`config.mk`:
```
export PLATFORM = sky130hd
export DESIGN_NAME = rvx_core_hpm_counter_file
export DESIGN_NICKNAME = d
export VERILOG_FILES = /design/src/rtl/rvx_core_hpm_counter_file.sv
export SDC_FILE = /design/constraint.sdc
export NUM_CORES = 1
export LEC_CHECK = 0
export CORE_MARGIN = 2
export CORE_UTILIZATION = 25
export CTS_CLUSTER_DIAMETER = 60
export CTS_CLUSTER_SIZE = 12
export DETAILED_ROUTE_END_ITERATION = 7
export PLACE_DENSITY = 0.52
export SLEW_MARGIN = 20
export SYNTH_ARGS = -nofsm -noshare
export SYNTH_HDL_FRONTEND = slang
export SYNTH_SLANG_ARGS = --single-unit
```
`constraint.sdc`:
```
create_clock -name clock -period 6.2 [get_ports clock]
set_input_delay 0.93 -clock clock [delete_from_list [all_inputs] [get_ports clock]]
set_output_delay 0.93 -clock clock [all_outputs]
set_load 0.03 [all_outputs]
```
`src/rtl/rvx_core_hpm_counter_file.sv`:
```
// Machine-mode HPM CSR bank: event counters, per-counter selectors with sticky
// overflow flags, mcountinhibit, and a registered level overflow interrupt.
module rvx_core_hpm_counter_file #(
  parameter int NUM_COUNTERS  = 4,
  parameter int NUM_EVENTS    = 8,
  parameter int COUNTER_WIDTH = 64
) (
  input  logic                  clock,
  input  logic                  reset_n,
  input  logic                  clock_enable,
  input  logic [NUM_EVENTS-1:0] event_s1,
  input  logic [11:0]           csr_address_s2,
  input  logic [2:0]            csr_operation_s2,
  input  logic                  csr_write_request_s2,
  input  logic [4:0]            immediate_4_0_s2,
  input  logic [31:0]           rs1_data_s2,
  output logic [31:0]           csr_data_out_s2,
  output logic                  csr_hit_s2,
  output logic                  irq_overflow
);

  localparam logic [1:0] OP_RW = 2'b01;
  localparam logic [1:0] OP_RS = 2'b10;
  localparam logic [1:0] OP_RC = 2'b11;

  logic [COUNTER_WIDTH-1:0] counter_r      [NUM_COUNTERS];
  logic [7:0]               sel_r          [NUM_COUNTERS];
  logic [NUM_COUNTERS-1:0]  ovfie_r;
  logic [NUM_COUNTERS-1:0]  of_r;
  logic [NUM_COUNTERS-1:0]  inhibit_r;
  logic                     irq_r;

  logic [31:0]              operand_s;
  logic [31:0]              wdata_s;
  logic [31:0]              rdata_s;
  logic [31:0]              inhibit_word_s;
  logic                     hit_s;
  logic                     write_en_s;
  logic                     match_inh_s;
  logic [NUM_COUNTERS-1:0]  match_evt_s;
  logic [NUM_COUNTERS-1:0]  match_lo_s;
  logic [NUM_COUNTERS-1:0]  match_hi_s;
  logic [NUM_COUNTERS-1:0]  ev_hit_s;
  logic [NUM_COUNTERS-1:0]  inc_s;
  logic [NUM_COUNTERS-1:0]  wrap_s;
  logic [NUM_COUNTERS-1:0]  of_next_s;
  logic [63:0]              next_wide_s    [NUM_COUNTERS];
  logic [COUNTER_WIDTH-1:0] counter_next_s [NUM_COUNTERS];

  // Place each inhibit bit at its hpm index; CY/IR/TM positions stay zero.
  always_comb begin
    inhibit_word_s = 32'd0;
    for (int k = 0; k < NUM_COUNTERS; k++) begin
      inhibit_word_s[3+k] = inhibit_r[k];
    end
  end

  // Address decode and read mux; shadows alias the counter halves read-only.
  always_comb begin
    match_inh_s = (csr_address_s2 == 12'h320);
    hit_s       = match_inh_s;
    rdata_s     = {32{match_inh_s}} & inhibit_word_s;
    match_evt_s = {NUM_COUNTERS{1'b0}};
    match_lo_s  = {NUM_COUNTERS{1'b0}};
    match_hi_s  = {NUM_COUNTERS{1'b0}};
    for (int k = 0; k < NUM_COUNTERS; k++) begin
      match_evt_s[k] = (csr_address_s2 == 12'h323 + 12'(k));
      match_lo_s[k]  = (csr_address_s2 == 12'hB03 + 12'(k));
      match_hi_s[k]  = (csr_address_s2 == 12'hB83 + 12'(k));
      hit_s = hit_s | match_evt_s[k] | match_lo_s[k] | match_hi_s[k]
            | (csr_address_s2 == 12'hC03 + 12'(k))
            | (csr_address_s2 == 12'hC83 + 12'(k));
      rdata_s = rdata_s
        | ({32{match_evt_s[k]}} & {of_r[k], ovfie_r[k], 22'd0, sel_r[k]})
        | ({32{match_lo_s[k] | (csr_address_s2 == 12'hC03 + 12'(k))}}
           & counter_r[k][31:0])
        | ({32{match_hi_s[k] | (csr_address_s2 == 12'hC83 + 12'(k))}}
           & 32'(64'(counter_r[k]) >> 32));
    end
  end

  // Read-modify-write data, using the pre-edge register value as old.
  always_comb begin
    operand_s = csr_operation_s2[2] ? {27'd0, immediate_4_0_s2} : rs1_data_s2;
    case (csr_operation_s2[1:0])
      OP_RW:   wdata_s = operand_s;
      OP_RS:   wdata_s = rdata_s | operand_s;
      OP_RC:   wdata_s = rdata_s & ~operand_s;
      default: wdata_s = rdata_s;
    endcase
  end

  assign write_en_s = clock_enable & csr_write_request_s2;

  // Per-counter next state; a write to either half suppresses that cycle's increment.
  always_comb begin
    for (int k = 0; k < NUM_COUNTERS; k++) begin
      ev_hit_s[k] = 1'b0;
      for (int e = 0; e < NUM_EVENTS; e++) begin
        ev_hit_s[k] = ev_hit_s[k] | ((sel_r[k] == 8'(e + 1)) & event_s1[e]);
      end
      inc_s[k]       = ~inhibit_r[k] & ev_hit_s[k];
      next_wide_s[k] = 64'(counter_r[k]);
      if (write_en_s & match_lo_s[k]) begin
        next_wide_s[k][31:0] = wdata_s;
      end else if (write_en_s & match_hi_s[k]) begin
        next_wide_s[k][63:32] = wdata_s;
      end else if (inc_s[k]) begin
        next_wide_s[k] = next_wide_s[k] + 64'd1;
      end else begin
        next_wide_s[k] = next_wide_s[k];
      end
      counter_next_s[k] = COUNTER_WIDTH'(next_wide_s[k]);
      wrap_s[k] = inc_s[k] & ~(write_en_s & (match_lo_s[k] | match_hi_s[k]))
                & (&counter_r[k]);
      of_next_s[k] = wrap_s[k] | ((write_en_s & match_evt_s[k]) ? wdata_s[31] : of_r[k]);
    end
  end

  // Counter, selector, flag and inhibit state.
  always_ff @(posedge clock or negedge reset_n) begin
    if (!reset_n) begin
      for (int k = 0; k < NUM_COUNTERS; k++) begin
        counter_r[k] <= {COUNTER_WIDTH{1'b0}};
        sel_r[k]     <= 8'd0;
      end
      ovfie_r   <= {NUM_COUNTERS{1'b0}};
      of_r      <= {NUM_COUNTERS{1'b0}};
      inhibit_r <= {NUM_COUNTERS{1'b0}};
    end else if (clock_enable) begin
      for (int k = 0; k < NUM_COUNTERS; k++) begin
        counter_r[k] <= counter_next_s[k];
        of_r[k]      <= of_next_s[k];
        if (write_en_s & match_evt_s[k]) begin
          sel_r[k]   <= wdata_s[7:0];
          ovfie_r[k] <= wdata_s[30];
        end
        if (write_en_s & match_inh_s) begin
          inhibit_r[k] <= wdata_s[3+k];
        end
      end
    end
  end

  // Overflow interrupt lags the flags by one enabled edge.
  always_ff @(posedge clock or negedge reset_n) begin
    if (!reset_n) begin
      irq_r <= 1'b0;
    end else if (clock_enable) begin
      irq_r <= |(of_r & ovfie_r);
    end
  end

  assign csr_data_out_s2 = rdata_s;
  assign csr_hit_s2      = hit_s;
  assign irq_overflow    = irq_r;

endmodule

```
## Word level (Yosys, flattened, before mapping)

Cells that the tools add are included.

- $add $sub $neg: 4
- Equal/unequal tests: 60
- Multiplexer cells: 22
- Bitwise logic cells: 167
- Reduce and logical (&&, ||, !) cells: 26

Operator list:

| cell | number |
|---|---|
| $and A32 B32 Y32 | 13 |
| $mux W32 | 13 |
| $or A32 B32 Y32 | 13 |
| $add A64 B1 Y64 const B | 4 |
| $mux W64 | 4 |
| $reduce_and A64 Y1 | 4 |
| $eq A12 B12 Y1 const B | 16 |
| $eq A8 B3 Y1 const B | 16 |
| $pmux W32 S3 | 1 |
| $eq A8 B2 Y1 const B | 8 |
| $or A1 B1 Y1 | 64 |
| $and A1 B1 Y1 | 62 |
| $eq A12 B10 Y1 const B | 5 |
| $and A32 B7 Y32 | 1 |
| $eq A8 B1 Y1 const B | 4 |
| $eq A8 B4 Y1 const B | 4 |
| $not A32 Y32 | 1 |
| $reduce_and A3 Y1 | 8 |
| $reduce_bool A2 Y1 | 8 |
| $not A1 Y1 | 12 |
| $reduce_and A2 Y1 | 5 |
| $ne A2 B2 Y1 const B | 4 |
| $and A4 B4 Y4 | 1 |
| $eq A2 B2 Y1 const B | 2 |
| 3 further kinds | 6 |

- Register bits after elaboration: 301
- Bits of input ports: 64
- Output and inout port bits: 34
- Logic and storage cells: 298

## Longest topological paths before layout

Gate-level depths: netlist of run 1.

- Depth after elaboration: 21
- Depth in mapped cells: 12
- Gate-level depth less buffers: 8

## Worst setup path after synthesis of run 1

Ideal clock, no wire load.

- Path type: input port to output port
- From: in csr_address_s2[0]
- To: out csr_data_out_s2[10]
- Arrival: 2.764 ns
- Required time: 5.270 ns
- Path slack: 2.506 ns
- Stages on the path: 8
- Path buffers: 4
- Cell sequence: buf_2 > and4bb_2 > buf_2 > buf_2 > buf_1 > a222oi_1 > a21boi_1 > o22ai_1

- Longest elaborated chain between the ends: 14
- Elaborated cells between the ends (all ways): 54
- Classes of those cells: 21 x eq/ne; 33 x bitwise

Ends and longest elaborated chain:

| what | line | text |
|---|---|---|
| from (decl) | 12 | `input logic [11:0] csr_address_s2,` |
| $eq A12 B10 Y1, or another cell as far along | 60 | `match_inh_s = (csr_address_s2 == 12'h320);` |
| $and A32 B7 Y32, or another cell as far along | 62 | `rdata_s = {32{match_inh_s}} & inhibit_word_s;` |
| $or A32 B32 Y32 or $and A32 B32 Y32 (tied branches) | 74, 76 |  |
| $or A32 B32 Y32 | 75 | `\| ({32{match_lo_s[k] \| (csr_address_s2 == 12'hC03 + 12'(k))}}` |
| $or A32 B32 Y32 | 77 | `\| ({32{match_hi_s[k] \| (csr_address_s2 == 12'hC83 + 12'(k))}}` |
| $or A32 B32 Y32 | 74 | `\| ({32{match_evt_s[k]}} & {of_r[k], ovfie_r[k], 22'd0, sel_r[k]})` |
| $or A32 B32 Y32 | 75 |  |
| $or A32 B32 Y32 | 77 |  |
| $or A32 B32 Y32 | 74 |  |
| $or A32 B32 Y32 | 75 |  |
| $or A32 B32 Y32 | 77 |  |
| $or A32 B32 Y32 | 74 |  |
| $or A32 B32 Y32 | 75 |  |
| $or A32 B32 Y32 * | 77 |  |
| to (decl) | 17 | `output logic [31:0] csr_data_out_s2,` |

Mark *: on every way between the ends. The rest lies on a longest branch, timed or not.

## Worst setup path in the final report of run 1

- From: in csr_address_s2[7]
- To: out csr_data_out_s2[21]

The elaborated chain is that of the path after synthesis.

==> impl_results.md, run 1 <==
- First-pass GRT wire length: 161000 um
- Failing checks: design-rule violations
- Clk_lat worst skew: 0.60 ns
- Synth Register Bits: 301
- Post-synthesis sequential area ratio: 0.344
- Crit-path leading delay family: buffers and inverters
- Initial antenna violation count: 3
- FF+latch area: 7530 um2
- Leak: 9.65 nW
- Gpl congestion: 0.999
- H-tree levels: 2
- Number of routed nets with antenna violations: 0
- Area delta synth->final: 16.9%
- Max Root-Sink Buffers: 3
- Total Die Area: 90000 um2
- Final min period: 5.41 ns
- Max incr delay on CP: 1.02 ns
- Clock Pin Slew Worst Setup and Hold Paths: 0.06 ns
- Top FF cell, synth: dfrtp_1
- VDD IR-drop max: 161 uV
- Fin util: 0.295
- Rel. slew slack: 0.272
- Residual DRC: 9
- Syn Inst Count: 2749
- Status: complete, but fails checks
- TritonCTS clock tree: done
- Wirelength per Cell: 28.5 um
- Crit start category: input pin
- Vias in the first global route: 21500
- CP most frequent cell: clkdlybuf4s50_1
- Final Cycle Share: 0.873
- RSZ-0062 raised after global routing: no
- Final hold vios: 0
- Number of max-cap violations: 0
- Pre-antenna DRT Iters: 8
- Setup Buffers After CTS: 0
- Filler cells: 9411
- Largest net degree at the start of global routing: 126
- Crit Path Category: input pin to output pin
- Clk_skew: 0.0347 ns
- Total wire length: 113000 um
- Die W: 300 um
- Crit end category: output pin
- Yosys cell types: 99
- Endpoints failing setup: 0
- Critical Path, Cell by Cell: clkdlybuf4s50_1 > nor4b_2 > buf_4 > o211a_1 > o21ai_0 > nand2_1 > clkdlybuf4s50_1
- Dominant cells by area after synthesis: dfrtp_1 (34%), a21oi_1 (6.8%), nand2_1 (5.9%)
- Worst EP required: 5.27 ns
- Synth top cells by count: nand2_1 (343), dfrtp_1 (301), a21oi_1 (297), nor2_1 (191), o21ai_0 (191)
- WP buf/inv: 3
- Share of post-route cells with drive strength above 1: 0.0887
- # resized after CTS: 0
- Asr flop ratio synth: 1.00
- Number of nets in the layout: 2836
- EDFF count, synth: 0
- Clock root cell: clkbuf_16
- Total power: 4.98 mW
- Critical path's slowest cell: clkdlybuf4s50_1
- Dpl hpwl: 86100 um
- Num CTS Buffers: 40
- Max Fclk: 185 MHz
- Vias per cell: 5.99
- Worst min path class: input pin to asynchronous set/reset pin
- I/O pin count: 98
- Largest area contributor in the netlist: dfrtp_1
- Port bufs: 97
- Row cnt: 108
- Crit path max fanout: 13
- Mapped Avg Cell Area: 7.97 um2
- Yosys top cell area share: 0.344
- Final Slew Violations: 0
- GRT Util Overall: 0.245
- Pwr dens: 195 nW/um2
- Setup TNS: 0 ns
- Clock sinks: 301
- Grt ovf: 0
- Worst Tran Pin Value: 1.08 ns
- Reg2Reg Depth: 7
- Area occupied by multi-input gates: 13500 um2
- Net count of the mapped netlist: 2817
- Initial cell density of the core: 0.252
- Top-count cell post-synth: nand2_1
- Hold-fix buffers, CTS: 0
- Synth warn: 0
- WP data arrival: 4.48 ns
- Post-Syn Area: 21900 um2
- DIE HEIGHT: 300 um
- DR vias: 23700
- Core Footprint: 86800 um2
- First DRT Iteration DRCs: 3561
- Stages on worst setup path: 7
stage by stage:
step	setup WS (ns)	area (um2)	hold WS (ns)	std cells
after floorplan	2.51	21900	0.456	2749
after global routing	0.746	25600	0.414	3951
after CTS	0.832	25600	0.406	3951
after global placement	0.884	24200	0.488	3881
after detailed placement	0.829	24200	0.491	3881
final	0.788	25600	0.326	3952
registers in the layout, summed over array words and instances (netlist names):
name / cells
irq_overflow: 1
inhibit_r: 4
sel_r: 32
ovfie_r: 4
of_r: 4
counter_r: 256
cell usage in the layout, fill, tap and decap left out, drive strengths merged, types with 16 or more instances in the layout:
| master | n |
|---|---|
| nand3 | 127 |
| o22ai | 34 |
| inv | 50 |
| dfrtp | 301 |
| and3 | 75 |
| or4 | 16 |
| a211oi | 22 |
| xnor2 | 71 |
| nor4 | 43 |
| nand4 | 83 |
| o21ai | 216 |
| a31oi | 16 |
| mux2i | 53 |
| nor2 | 191 |
| or3 | 19 |
| buf | 89 |
| xor2 | 44 |
| nor3 | 78 |
| nand2 | 343 |
| nor2b | 24 |
| a222oi | 39 |
| a2bb2oi | 17 |
| a21o | 24 |
| and4 | 28 |
| clkbuf | 45 |
| a22oi | 39 |
| a21oi | 298 |
| o2bb2ai | 16 |
| and2 | 26 |
| clkdlybuf4s50 | 83 |
final timing paths:
| check | startpoint | end | slack (ns) |
|---|---|---|---|
| worst max-delay path | csr_address_s2[7] | csr_data_out_s2[21] | 0.79 |
| worst min-delay path | reset_n | sel_r[24] | 0.33 |
| worst max register to register | sel_r[22] | counter_r[183] | 2.40 |
| worst min register to register | inhibit_r[1] | inhibit_r[1] | 0.51 |
| max in group asynchronous | reset_n | counter_r[18] | 4.53 |
| min in group clock | inhibit_r[1] | inhibit_r[1] | 0.51 |
layout make-up:
class	instances	share of cell area
multi-input combinational	2207	0.526
sequential	301	0.294
timing repair buffer	172	0.0623
tap	1155	0.0564
clock buffer	45	0.0419
clock inverter	25	0.0119
inverter	46	0.00674
antenna	1	0.0000977
cell families after synthesis:
group,Yosys count,synth area share
AOI/OAI and AO/OA,877,0.257
xor gates and xnor gates,115,0.0460
adders and majority gates,4,0.00229
buffers and inverters,241,0.0451
DFF,301,0.344
muxes,65,0.0319
and+or+nand+nor,1146,0.273
power breakdown:
| group | internal, mW | total, mW | leakage (nW) | switching (mW) |
|---|---|---|---|---|
| clock network | 1.47 | 2.51 | 0.657 | 1.04 |
| logic | 0.132 | 0.448 | 4.85 | 0.317 |
| registers | 1.98 | 2.03 | 4.14 | 0.0420 |
metal layers:
layer / up-vias / GRT usage / part of all wire
li1: 10400 / - / -
met1: 11600 / 0.324 / 0.41
met2: 1328 / 0.373 / 0.44
met3: 311 / 0.0400 / 0.081
met4: 4 / 0.148 / 0.073
met5: - / 0 / 0.00021
(Power assumes the default switching activity.)
==> inputs of run 2 (changes only) <==
Settings changed: CAP_MARGIN from default to 20.
==> results of run 2 <==
The final DEF is identical to that of run 1; final timing and power are the same.
